**src/rtl/mips_multicycle_cu.sv**
```systemverilog
// Multicycle MIPS main control FSM: walks fetch/decode/execute/memory/write-back
// and presents registered datapath strobes, mux selects and the ALUOp code.
module mips_multicycle_cu #(
  parameter int STATE_W = 4
) (
  input  logic               clk,
  input  logic               reset,
  input  logic [5:0]         opcode,
  input  logic               JumpReg,
  output logic               PCWrite,
  output logic               PCWriteCond,
  output logic               IorD,
  output logic               MemRead,
  output logic               MemWrite,
  output logic               MemtoReg,
  output logic               IRWrite,
  output logic [1:0]         PCSource,
  output logic [2:0]         ALUOp,
  output logic               ALUSrcA,
  output logic [1:0]         ALUSrcB,
  output logic               RegWrite,
  output logic               RegDst,
  output logic               illegal_op,
  output logic               instr_done,
  output logic [STATE_W-1:0] state
);

  typedef enum logic [3:0] {
    FETCH  = 4'd0,
    DECODE = 4'd1,
    MEMADR = 4'd2,
    MEMRD  = 4'd3,
    MEMWB  = 4'd4,
    MEMWR  = 4'd5,
    REX    = 4'd6,
    RWB    = 4'd7,
    BEQ    = 4'd8,
    JUMP   = 4'd9,
    IEX    = 4'd10,
    IWB    = 4'd11,
    JR     = 4'd12,
    ILL    = 4'd13
  } state_t;

  localparam logic [5:0] OP_RTYPE = 6'h00;
  localparam logic [5:0] OP_J     = 6'h02;
  localparam logic [5:0] OP_BEQ   = 6'h04;
  localparam logic [5:0] OP_ADDI  = 6'h08;
  localparam logic [5:0] OP_ANDI  = 6'h0C;
  localparam logic [5:0] OP_ORI   = 6'h0D;
  localparam logic [5:0] OP_LW    = 6'h23;
  localparam logic [5:0] OP_SW    = 6'h2B;

  typedef struct packed {
    logic       pc_write;
    logic       pc_write_cond;
    logic       ior_d;
    logic       mem_read;
    logic       mem_write;
    logic       memto_reg;
    logic       ir_write;
    logic [1:0] pc_source;
    logic [2:0] alu_op;
    logic       alu_src_a;
    logic [1:0] alu_src_b;
    logic       reg_write;
    logic       reg_dst;
    logic       illegal;
    logic       done;
  } ctrl_t;

  // Control word presented while sitting in state s; op only matters in IEX.
  function automatic ctrl_t decode_ctrl(state_t s, logic [5:0] op);
    ctrl_t c;
    c = '0;
    case (s)
      FETCH: begin
        c.mem_read  = 1'b1;
        c.ir_write  = 1'b1;
        c.alu_src_b = 2'b01;
        c.pc_write  = 1'b1;
      end
      DECODE: c.alu_src_b = 2'b11;
      MEMADR: begin
        c.alu_src_a = 1'b1;
        c.alu_src_b = 2'b10;
      end
      MEMRD: begin
        c.mem_read = 1'b1;
        c.ior_d    = 1'b1;
      end
      MEMWB: begin
        c.reg_write = 1'b1;
        c.memto_reg = 1'b1;
        c.done      = 1'b1;
      end
      MEMWR: begin
        c.mem_write = 1'b1;
        c.ior_d     = 1'b1;
        c.done      = 1'b1;
      end
      REX: begin
        c.alu_src_a = 1'b1;
        c.alu_op    = 3'b010;
      end
      RWB: begin
        c.reg_write = 1'b1;
        c.reg_dst   = 1'b1;
        c.done      = 1'b1;
      end
      BEQ: begin
        c.alu_src_a     = 1'b1;
        c.alu_op        = 3'b001;
        c.pc_write_cond = 1'b1;
        c.pc_source     = 2'b01;
        c.done          = 1'b1;
      end
      JUMP: begin
        c.pc_write  = 1'b1;
        c.pc_source = 2'b10;
        c.done      = 1'b1;
      end
      IEX: begin
        c.alu_src_a = 1'b1;
        c.alu_src_b = 2'b10;
        if (op == OP_ANDI)     c.alu_op = 3'b011;
        else if (op == OP_ORI) c.alu_op = 3'b100;
        else                   c.alu_op = 3'b000;
      end
      IWB: begin
        c.reg_write = 1'b1;
        c.done      = 1'b1;
      end
      JR: begin
        c.pc_write  = 1'b1;
        c.pc_source = 2'b11;
        c.done      = 1'b1;
      end
      ILL: begin
        c.illegal = 1'b1;
        c.done    = 1'b1;
      end
      default: c = '0;
    endcase
    return c;
  endfunction

  state_t     state_reg, state_next;
  logic [5:0] op_reg, op_next;
  ctrl_t      ctrl_reg, ctrl_out;

  always_comb begin
    state_next = FETCH;
    op_next    = (state_reg == DECODE) ? opcode : op_reg;
    case (state_reg)
      FETCH:  state_next = DECODE;
      DECODE: begin
        case (opcode)
          OP_RTYPE:                  state_next = REX;
          OP_LW, OP_SW:              state_next = MEMADR;
          OP_BEQ:                    state_next = BEQ;
          OP_J:                      state_next = JUMP;
          OP_ADDI, OP_ANDI, OP_ORI:  state_next = IEX;
          default:                   state_next = ILL;
        endcase
      end
      MEMADR: state_next = (op_reg == OP_LW) ? MEMRD : MEMWR;
      MEMRD:  state_next = MEMWB;
      REX:    state_next = JumpReg ? JR : RWB;
      IEX:    state_next = IWB;
      default: state_next = FETCH;
    endcase
  end

  // Outputs are registered from the next state so they line up with state_reg.
  always_ff @(posedge clk) begin
    if (reset) begin
      state_reg <= FETCH;
      op_reg    <= '0;
      ctrl_reg  <= decode_ctrl(FETCH, '0);
    end else begin
      state_reg <= state_next;
      op_reg    <= op_next;
      ctrl_reg  <= decode_ctrl(state_next, op_next);
    end
  end

  // Holding reset silences every strobe and select, even before the first edge.
  assign ctrl_out = reset ? '0 : ctrl_reg;

  assign PCWrite     = ctrl_out.pc_write;
  assign PCWriteCond = ctrl_out.pc_write_cond;
  assign IorD        = ctrl_out.ior_d;
  assign MemRead     = ctrl_out.mem_read;
  assign MemWrite    = ctrl_out.mem_write;
  assign MemtoReg    = ctrl_out.memto_reg;
  assign IRWrite     = ctrl_out.ir_write;
  assign PCSource    = ctrl_out.pc_source;
  assign ALUOp       = ctrl_out.alu_op;
  assign ALUSrcA     = ctrl_out.alu_src_a;
  assign ALUSrcB     = ctrl_out.alu_src_b;
  assign RegWrite    = ctrl_out.reg_write;
  assign RegDst      = ctrl_out.reg_dst;
  assign illegal_op  = ctrl_out.illegal;
  assign instr_done  = ctrl_out.done;
  assign state       = STATE_W'(state_reg);

endmodule

```
**config.mk**
```make
export PLATFORM = sky130hd
export DESIGN_NAME = mips_multicycle_cu
export DESIGN_NICKNAME = d
export VERILOG_FILES = /design/src/rtl/mips_multicycle_cu.sv
export SDC_FILE = /design/constraint.sdc
export NUM_CORES = 1
export LEC_CHECK = 0
export CORE_MARGIN = 2
export CORE_UTILIZATION = 50
export DETAILED_ROUTE_END_ITERATION = 8
export GPL_ROUTABILITY_DRIVEN = 0
export PLACE_DENSITY_LB_ADDON = 0.05
export SLEW_MARGIN = 20
export SYNTH_ARGS = -nofsm -noshare
export SYNTH_HDL_FRONTEND = slang
export SYNTH_SLANG_ARGS = --single-unit
```
**constraint.sdc**
```tcl
create_clock -name clk -period 2.65 [get_ports clk]
set_input_delay 0.795 -clock clk [delete_from_list [all_inputs] [get_ports clk]]
set_output_delay 0.795 -clock clk [all_outputs]
set_load 0.1 [all_outputs]
```
==> results of run 1 <==
worst max-delay path: stages:
cell and delay (ps):
clkdlybuf4s50_1 490, or4_1 580, o21ai_0 140, a211oi_2 140, or3_4 470, o31ai_4 170
final cells by class:
cell class | instances | area, um^2 | area share (%)
Multi-Input combinational cell | 121 | 936 | 41.9
Timing Repair Buffer | 47 | 618 | 27.7
Sequential cell | 29 | 581 | 26.0
Clock buffer | 6 | 41.3 | 1.85
Tap cell | 31 | 38.8 | 1.74
Clock inverter | 2 | 10.0 | 0.448
Inverter | 2 | 7.51 | 0.336
per-layer routing:
| metal | track usage (%) | up-vias |
|---|---|---|
| met5 | 0 | - |
| met4 | 9.30 | 0 |
| met3 | 5.80 | 6 |
| met2 | 38.8 | 66 |
| met1 | 27.5 | 652 |
| li1 | - | 661 |
through the flow:
stage / setup TNS (ps) / hold WS (ps) / total power [mW] / util (%)
after floorplan: -3850 / 431 / 0.795 / -
after global placement: -583 / 440 / 0.913 / 78.4
after detailed placement: -2300 / 451 / 0.923 / 78.4
after CTS: 0 / 465 / 1.17 / 80.3
after global routing: 0 / 500 / 1.22 / 80.3
final: 0 / 463 / 1.17 / 80.3
report_power, final:
part | leakage [nW] | total (mW) | internal [mW] | switching [mW]
sequential | 0.238 | 0.494 | 0.469 | 0.0256
combinational | 0.573 | 0.422 | 0.159 | 0.262
clock | 0.0320 | 0.250 | 0.101 | 0.149
worst max path at each step:
stage                     startpoint                      end  slack (ps)  cells after the start
after floorplan                reset                  PCWrite        -440                      2
after global placement     opcode[0]   ctrl_reg[6]$_SDFF_PP0_         -70                      6
after detailed placement   opcode[0]   ctrl_reg[6]$_SDFF_PP0_        -200                      7
after CTS                  opcode[0]  ctrl_reg[16]$_SDFF_PP0_         130                      6
after global routing       opcode[0]   ctrl_reg[6]$_SDFF_PP0_          40                      6
final                      opcode[0]  ctrl_reg[16]$_SDFF_PP0_          90                      6
cell families (layout without fill, tap and decap cells):
kind of cell	after synthesis	after routing	synth area share (%)
flip-flops	29	29	39.6
buffers and inverters	12	57	4.61
XOR/XNOR	2	2	1.19
AND/OR/NAND/NOR	82	82	34.0
AO/OA/AOI/OAI	37	37	20.6
synth_stat cells (all sizes together) (2+ instances only):
| cell | instances | area, um^2 |
|---|---|---|
| dfxtp | 29 | 581 |
| nor2b | 22 | 140 |
| nand2 | 18 | 75.1 |
| a21oi | 11 | 55.1 |
| nor2 | 8 | 30.0 |
| nor3 | 7 | 61.3 |
| clkbuf | 6 | 22.5 |
| a211oi | 5 | 42.5 |
| o21ai | 5 | 25.0 |
| buf | 4 | 37.5 |
| nand3 | 4 | 20.0 |
| nand2b | 3 | 18.8 |
| a211o | 2 | 17.5 |
| and2 | 2 | 12.5 |
| inv | 2 | 7.51 |
| nor3b | 2 | 15.0 |
| o31ai | 2 | 42.5 |
| or2 | 2 | 12.5 |
| or3 | 2 | 17.5 |
==> reports/qor.log, run 1 <==
INFO  power          ir_worst_vdd=0.518mV
INFO  timing         final.setup_skew=14.2ps
INFO  synth          synth_fp_nets=171
INFO  finish         antenna_cells_inserted=0
INFO  clocking       cts_made_buffers=5
INFO  synth          synth_edf_count=0
INFO  detailed_routing postRouteAntennaNets=0
INFO  run_status     run_status=finished clean
INFO  detailed_routing iteration_0_drc_markers=46
INFO  grt            number_of_antenna_violations_at_the_first_check_in_global_routing=0
INFO  placed_design  buffer_ports.inserted=31
INFO  finish         final_net_count=215
INFO  synth          synth_cell_type_count=54
INFO  setup_path     end_kind=register
INFO  die            design.die.area=0.00338mm^2
INFO  detailed_routing drt_wirelength=3500um
INFO  setup_path     critical_path_arrival=2790ps
INFO  synth          synth_seq_cells=29
INFO  timing         final_period_minus_worst_setup_slack=2560ps
INFO  worst_hold_path holdCritPathClass=reg2reg
INFO  clocking       post_cts_resized=0
INFO  clocking       cts_htree_levels=2
INFO  finish         syn2layout_area_growth=52.2%
INFO  timing         timing.final.ws_setup=93.0ps
INFO  placed_design  placement.cell_area=0.00218mm^2
INFO  setup_path     reg2reg_from=state[2]$_SDFF_PP0_
INFO  worst_hold_path min_delay_path_depth=2
INFO  finish         layout.filler_cells=187
INFO  setup_path     worstSetupPathType=in2reg
INFO  die            design.portCount=32
INFO  die            die-height=58.2um
INFO  synth          yosys_warnings=0
INFO  clocking       ctsLongestPathBuffers=2
INFO  detailed_routing wl_met2=1780um
INFO  power          total_power_divided_by_cell_area=522mW/mm^2
INFO  clocking       insertion_delay=320ps
INFO  setup_path     worst-path-max-fanout=5
INFO  worst_hold_path hold_start=op_reg[5]$_SDFF_PP0_
INFO  detailed_routing drt_drc_violations_left=0
INFO  finish         most_frequent_standard_cell_in_the_layout_excluding_fill_and_tap_cells=dfxtp_1
INFO  clocking       post-cts-setup-buffers=0
INFO  clocking       clk_pin_slew=100ps
INFO  detailed_routing first_pass_iteration_count_of_the_detailed_router=4
INFO  clocking       clock-root-buffer=clkbuf_4
INFO  timing         final_setup_vio_count=0
INFO  detailed_routing routed-via-count=1,385
INFO  worst_hold_path timing.hold.worst_endpoint=op_reg[5]$_SDFF_PP0_
INFO  grt            grt_usage=22.8%
INFO  synth          syn_avg_cell_area=9.05um^2
INFO  finish         design_area=0.00223mm^2
INFO  detailed_routing drt-vias-per-instance=5.82
INFO  grt            grt_pass1_vias=1,290
INFO  detailed_routing detailroute.wirelength.met3=259um
INFO  timing         rsz0062_at_grt=false
INFO  finish         final_cell_count_no_fill=238
INFO  die            die-width=58.2um
INFO  timing         slew_headroom=69.1%
INFO  detailed_routing detail_route.wirelength.met1=1400um
INFO  synth          synth_ff_type=dfxtp_1
INFO  clocking       tritoncts=done
INFO  detailed_routing route.detailed.wl_per_inst=14.7um
INFO  die            start_util=52.7%
INFO  timing         fmax=391MHz
INFO  timing         layout_worst_path_cycle_share=96.5%
INFO  timing         hold_viol=0
INFO  synth          syn_area=0.00147mm^2
INFO  clocking       cts_num_sinks=29
INFO  finish         largest_reg_flops=19
INFO  die            num_rows=19
INFO  grt            grt_first_pass_wirelength=5870um
INFO  setup_path     worst-r2r-cell-count=5
INFO  grt            grt-ovfl-total=0
INFO  power          leakage=0.842nW
INFO  finish         layout-drive-gt1-share=38.6%
INFO  flow_run       max_cap_viol_count=0
INFO  timing         final_count_of_pins_violating_max_slew=0
INFO  clocking       postCtsHoldBufs=0
INFO  grt            grt_start_max_net_pins=19
INFO  setup_path     regToRegSetupSlack=580ps
INFO  synth          synthArstFlopShare=0%
INFO  synth          synth-seq-area-share=39.6%
INFO  placed_design  dp.cells=230
INFO  setup_path     setup.worst_path.start_class=primary input
INFO  placed_design  place_ws=-202ps
INFO  die            core_area=0.00278mm^2
INFO  setup_path     timing.rr.end=ctrl_reg[16]$_SDFF_PP0_
INFO  setup_path     worst_ep_required_time=2880ps
INFO  timing         max_slew.worst_pin.slew=459ps
INFO  synth          syn_inst=162
INFO  finish         layout.cells.most_common_list=dfxtp_1, buf_12, buf_4
INFO  detailed_routing dr_top_layer=met4
INFO  placed_design  post-dp-hpwl=2700um
(Power assumes the default switching activity.)
==> inputs of run 2 (changes only) <==
--- a/config.mk
+++ b/config.mk
@@ -14,3 +14,4 @@
 export SYNTH_ARGS = -nofsm -noshare
 export SYNTH_HDL_FRONTEND = slang
 export SYNTH_SLANG_ARGS = --single-unit
+export TNS_END_PERCENT = 10
==> run 2 against run 1 <==
Net effect: sequential power about the same; cell area down 2.6%; worst hold slack worse by 3.0 ps.
==> reports/qor.log, run 2 (synthesis gave the netlist of run 1 again) <==
INFO  die            design.portCount=32 [unchanged]
INFO  die            design.die.area=0.00338mm^2 [unchanged]
INFO  worst_hold_path holdCritPathClass=reg2reg [unchanged]
INFO  detailed_routing drt_drc_violations_left=0 [unchanged]
INFO  detailed_routing drt_wirelength=3320um [was 3500 um]
INFO  die            start_util=52.7% [unchanged]
INFO  grt            number_of_antenna_violations_at_the_first_check_in_global_routing=0 [unchanged]
INFO  clocking       cts_num_sinks=29 [unchanged]
INFO  clocking       ctsLongestPathBuffers=2 [unchanged]
INFO  die            num_rows=19 [unchanged]
INFO  setup_path     critical_path_arrival=2800ps [was 2790 ps]
INFO  power          leakage=0.823nW [was 0.842 nW]
INFO  detailed_routing drt-vias-per-instance=5.67 [was 5.82]
INFO  worst_hold_path hold_start=op_reg[5]$_SDFF_PP0_ [unchanged]
INFO  power          ir_worst_vdd=0.538mV [was 0.518 mV]
INFO  flow_run       max_cap_viol_count=0 [unchanged]
INFO  power          total_power_divided_by_cell_area=550mW/mm^2 [was 522 mW/mm^2]
INFO  finish         layout-drive-gt1-share=38.5% [was 38.6%]
INFO  grt            grt_start_max_net_pins=19 [unchanged]
INFO  timing         setup_tns=0ps [unchanged]
INFO  clocking       cts_made_buffers=5 [unchanged]
INFO  setup_path     reg2reg_from=state[2]$_SDFF_PP0_ [unchanged]
INFO  timing         timing.final.ws_setup=83.1ps [was 93.0 ps]
INFO  grt            globalRoute.busiestLayer=met2 [unchanged]
INFO  finish         largest_reg_flops=19 [unchanged]
INFO  clocking       clock-root-buffer=clkbuf_4 [unchanged]
INFO  clocking       tritoncts=done [unchanged]
INFO  grt            grt_first_pass_wirelength=5670um [was 5870 um]
INFO  grt            use_met2=36.9% [was 38.8%]
INFO  grt            grt_usage=22.3% [was 22.8%]
INFO  setup_path     worst_ep_required_time=2880ps [about the same]
INFO  worst_hold_path timing.hold.worst_endpoint=op_reg[5]$_SDFF_PP0_ [unchanged]
INFO  grt            grt_pass1_vias=1,282 [was 1,290]
INFO  timing         slew_headroom=69.2% [was 69.1%]
INFO  setup_path     timing.rr.end=ctrl_reg[3]$_SDFF_PP0_ [was ctrl_reg[16]$_SDFF_PP0_]
INFO  clocking       clk_pin_slew=90ps [was 100 ps]
INFO  die            die-width=58.2um [unchanged]
INFO  detailed_routing iteration_0_drc_markers=39 [was 46]
INFO  setup_path     worstSetupPathType=in2reg [unchanged]
INFO  die            die-height=58.2um [unchanged]
INFO  detailed_routing postRouteAntennaNets=0 [unchanged]
INFO  timing         final_count_of_pins_violating_max_slew=0 [unchanged]
INFO  timing         rsz0062_at_grt=false [unchanged]
INFO  clocking       insertion_delay=320ps [about the same]
INFO  finish         design_area=0.00217mm^2 [was 0.00223 mm^2]
INFO  grt            globalRouteMet3Util=5.13% [was 5.80%]
INFO  worst_hold_path min_delay_path_depth=2 [unchanged]
INFO  placed_design  place_ws=-245ps [was -202 ps]
INFO  placed_design  post-dp-hpwl=2650um [was 2700 um]
INFO  timing         layout_worst_path_cycle_share=96.9% [was 96.5%]
INFO  finish         final_net_count=213 [was 215]
INFO  finish         syn2layout_area_growth=48.2% [was 52.2%]
INFO  timing         final_setup_vio_count=0 [unchanged]
INFO  finish         most_frequent_standard_cell_in_the_layout_excluding_fill_and_tap_cells=dfxtp_1 [unchanged]
INFO  setup_path     setup.worst_path.start_class=primary input [unchanged]
INFO  setup_path     regToRegSetupSlack=560ps [was 580 ps]
INFO  grt            grt-ovfl-total=0 [unchanged]
INFO  placed_design  buffer_ports.inserted=31 [unchanged]
INFO  clocking       postCtsHoldBufs=0 [unchanged]
INFO  run_status     run_status=finished clean [unchanged]
INFO  finish         antenna_cells_inserted=0 [unchanged]
INFO  timing         fmax=390MHz [was 391 MHz]
INFO  clocking       cts_htree_levels=2 [unchanged]
INFO  setup_path     worst-path-max-fanout=9 [was 5]
INFO  finish         layout.cells.most_common_list=dfxtp_1, buf_12, nor2b_2 [was dfxtp_1, buf_12, buf_4]
INFO  grt            globalRouteMet1Util=26.1% [was 27.5%]
INFO  timing         final.setup_skew=11.6ps [was 14.2 ps]
INFO  timing         max_slew.worst_pin.slew=461ps [was 459 ps]
INFO  setup_path     worst-r2r-cell-count=5 [unchanged]
INFO  detailed_routing first_pass_iteration_count_of_the_detailed_router=4 [unchanged]
INFO  placed_design  placement.cell_area=0.00209mm^2 [was 0.00218 mm^2]
INFO  detailed_routing routed-via-count=1,338 [was 1,385]
INFO  setup_path     end_kind=register [unchanged]
INFO  timing         hold_viol=0 [unchanged]
INFO  timing         final_period_minus_worst_setup_slack=2570ps [was 2560 ps]
INFO  detailed_routing route.detailed.wl_per_inst=14.1um [was 14.7 um]
INFO  die            core_area=0.00278mm^2 [unchanged]
## run 2: cell count changes in the layout (fill, tap and decap cells not counted)
| cell | before | now |
|---|---|---|
| clkbuf_8 | 0 | 2 |
| clkbuf_1 | 1 | 0 |
| nor2b_2 | 3 | 18 |
| clkinv_2 | 2 | 1 |
| a2111oi_4 | 0 | 1 |
| nor2b_4 | 15 | 0 |
| a2111oi_2 | 1 | 0 |
| buf_4 | 19 | 17 |
## run 2: timing repair
item	CTS	global route
buffers inserted	0	0
endpoints found under the setup margin	0	1
resized for setup	0	1
## run 2: layout make-up
type | instances | area (um^2)
clock buffer | 7 | 65.1
clock inverter | 1 | 5.00
fill | 201 | 608
inverter | 2 | 7.51
multi-input combinational | 121 | 873
sequential | 29 | 581
tap | 31 | 38.8
timing repair buffer | 45 | 603
## run 2: metal layers
metal / vias up / wire length (um)
li1: 654 / -
met1: 620 / 1300
met2: 53 / 1710
met3: 11 / 196
met4: 0 / 118
met5: - / 0
## run 2: critical path, cell delays in order
cell and delay [ps]:
clkdlybuf4s50_1 490, or3_1 460, a2111oi_4 410, o31a_4 240, o21ba_2 160, a211oi_1 230
## run 2: metrics by stage
stage	cells	utilization, %	hold WS (ps)	power [mW]
5_1_grt	236	78.1	489	1.25
4_1_cts	236	77.7	463	1.20
3_3_place_gp	228	75.2	441	0.894
2_1_floorplan	162	-	431	0.781
6_report	236	78.1	460	1.20
3_5_place_dp	228	75.2	450	0.904
## run 2: worst max-delay path by stage
stage / slack, ps / endpoint / from / depth (start not counted)
after floorplan: -440 / PCWrite / reset / 2
after global placement: -100 / ctrl_reg[18]$_SDFF_PP1_ / opcode[0] / 6
after detailed placement: -240 / ctrl_reg[6]$_SDFF_PP0_ / opcode[0] / 6
after CTS: 70 / ctrl_reg[6]$_SDFF_PP0_ / opcode[0] / 6
after global routing: 10 / ctrl_reg[6]$_SDFF_PP0_ / opcode[0] / 6
final: 80 / ctrl_reg[6]$_SDFF_PP0_ / opcode[0] / 6
## run 2: report_power, final
group,internal [mW],switching (mW),leakage (nW)
Combinational,0.148,0.256,0.544
Clock,0.153,0.145,0.0413
Sequential,0.468,0.0245,0.238
Total,0.770,0.425,0.823
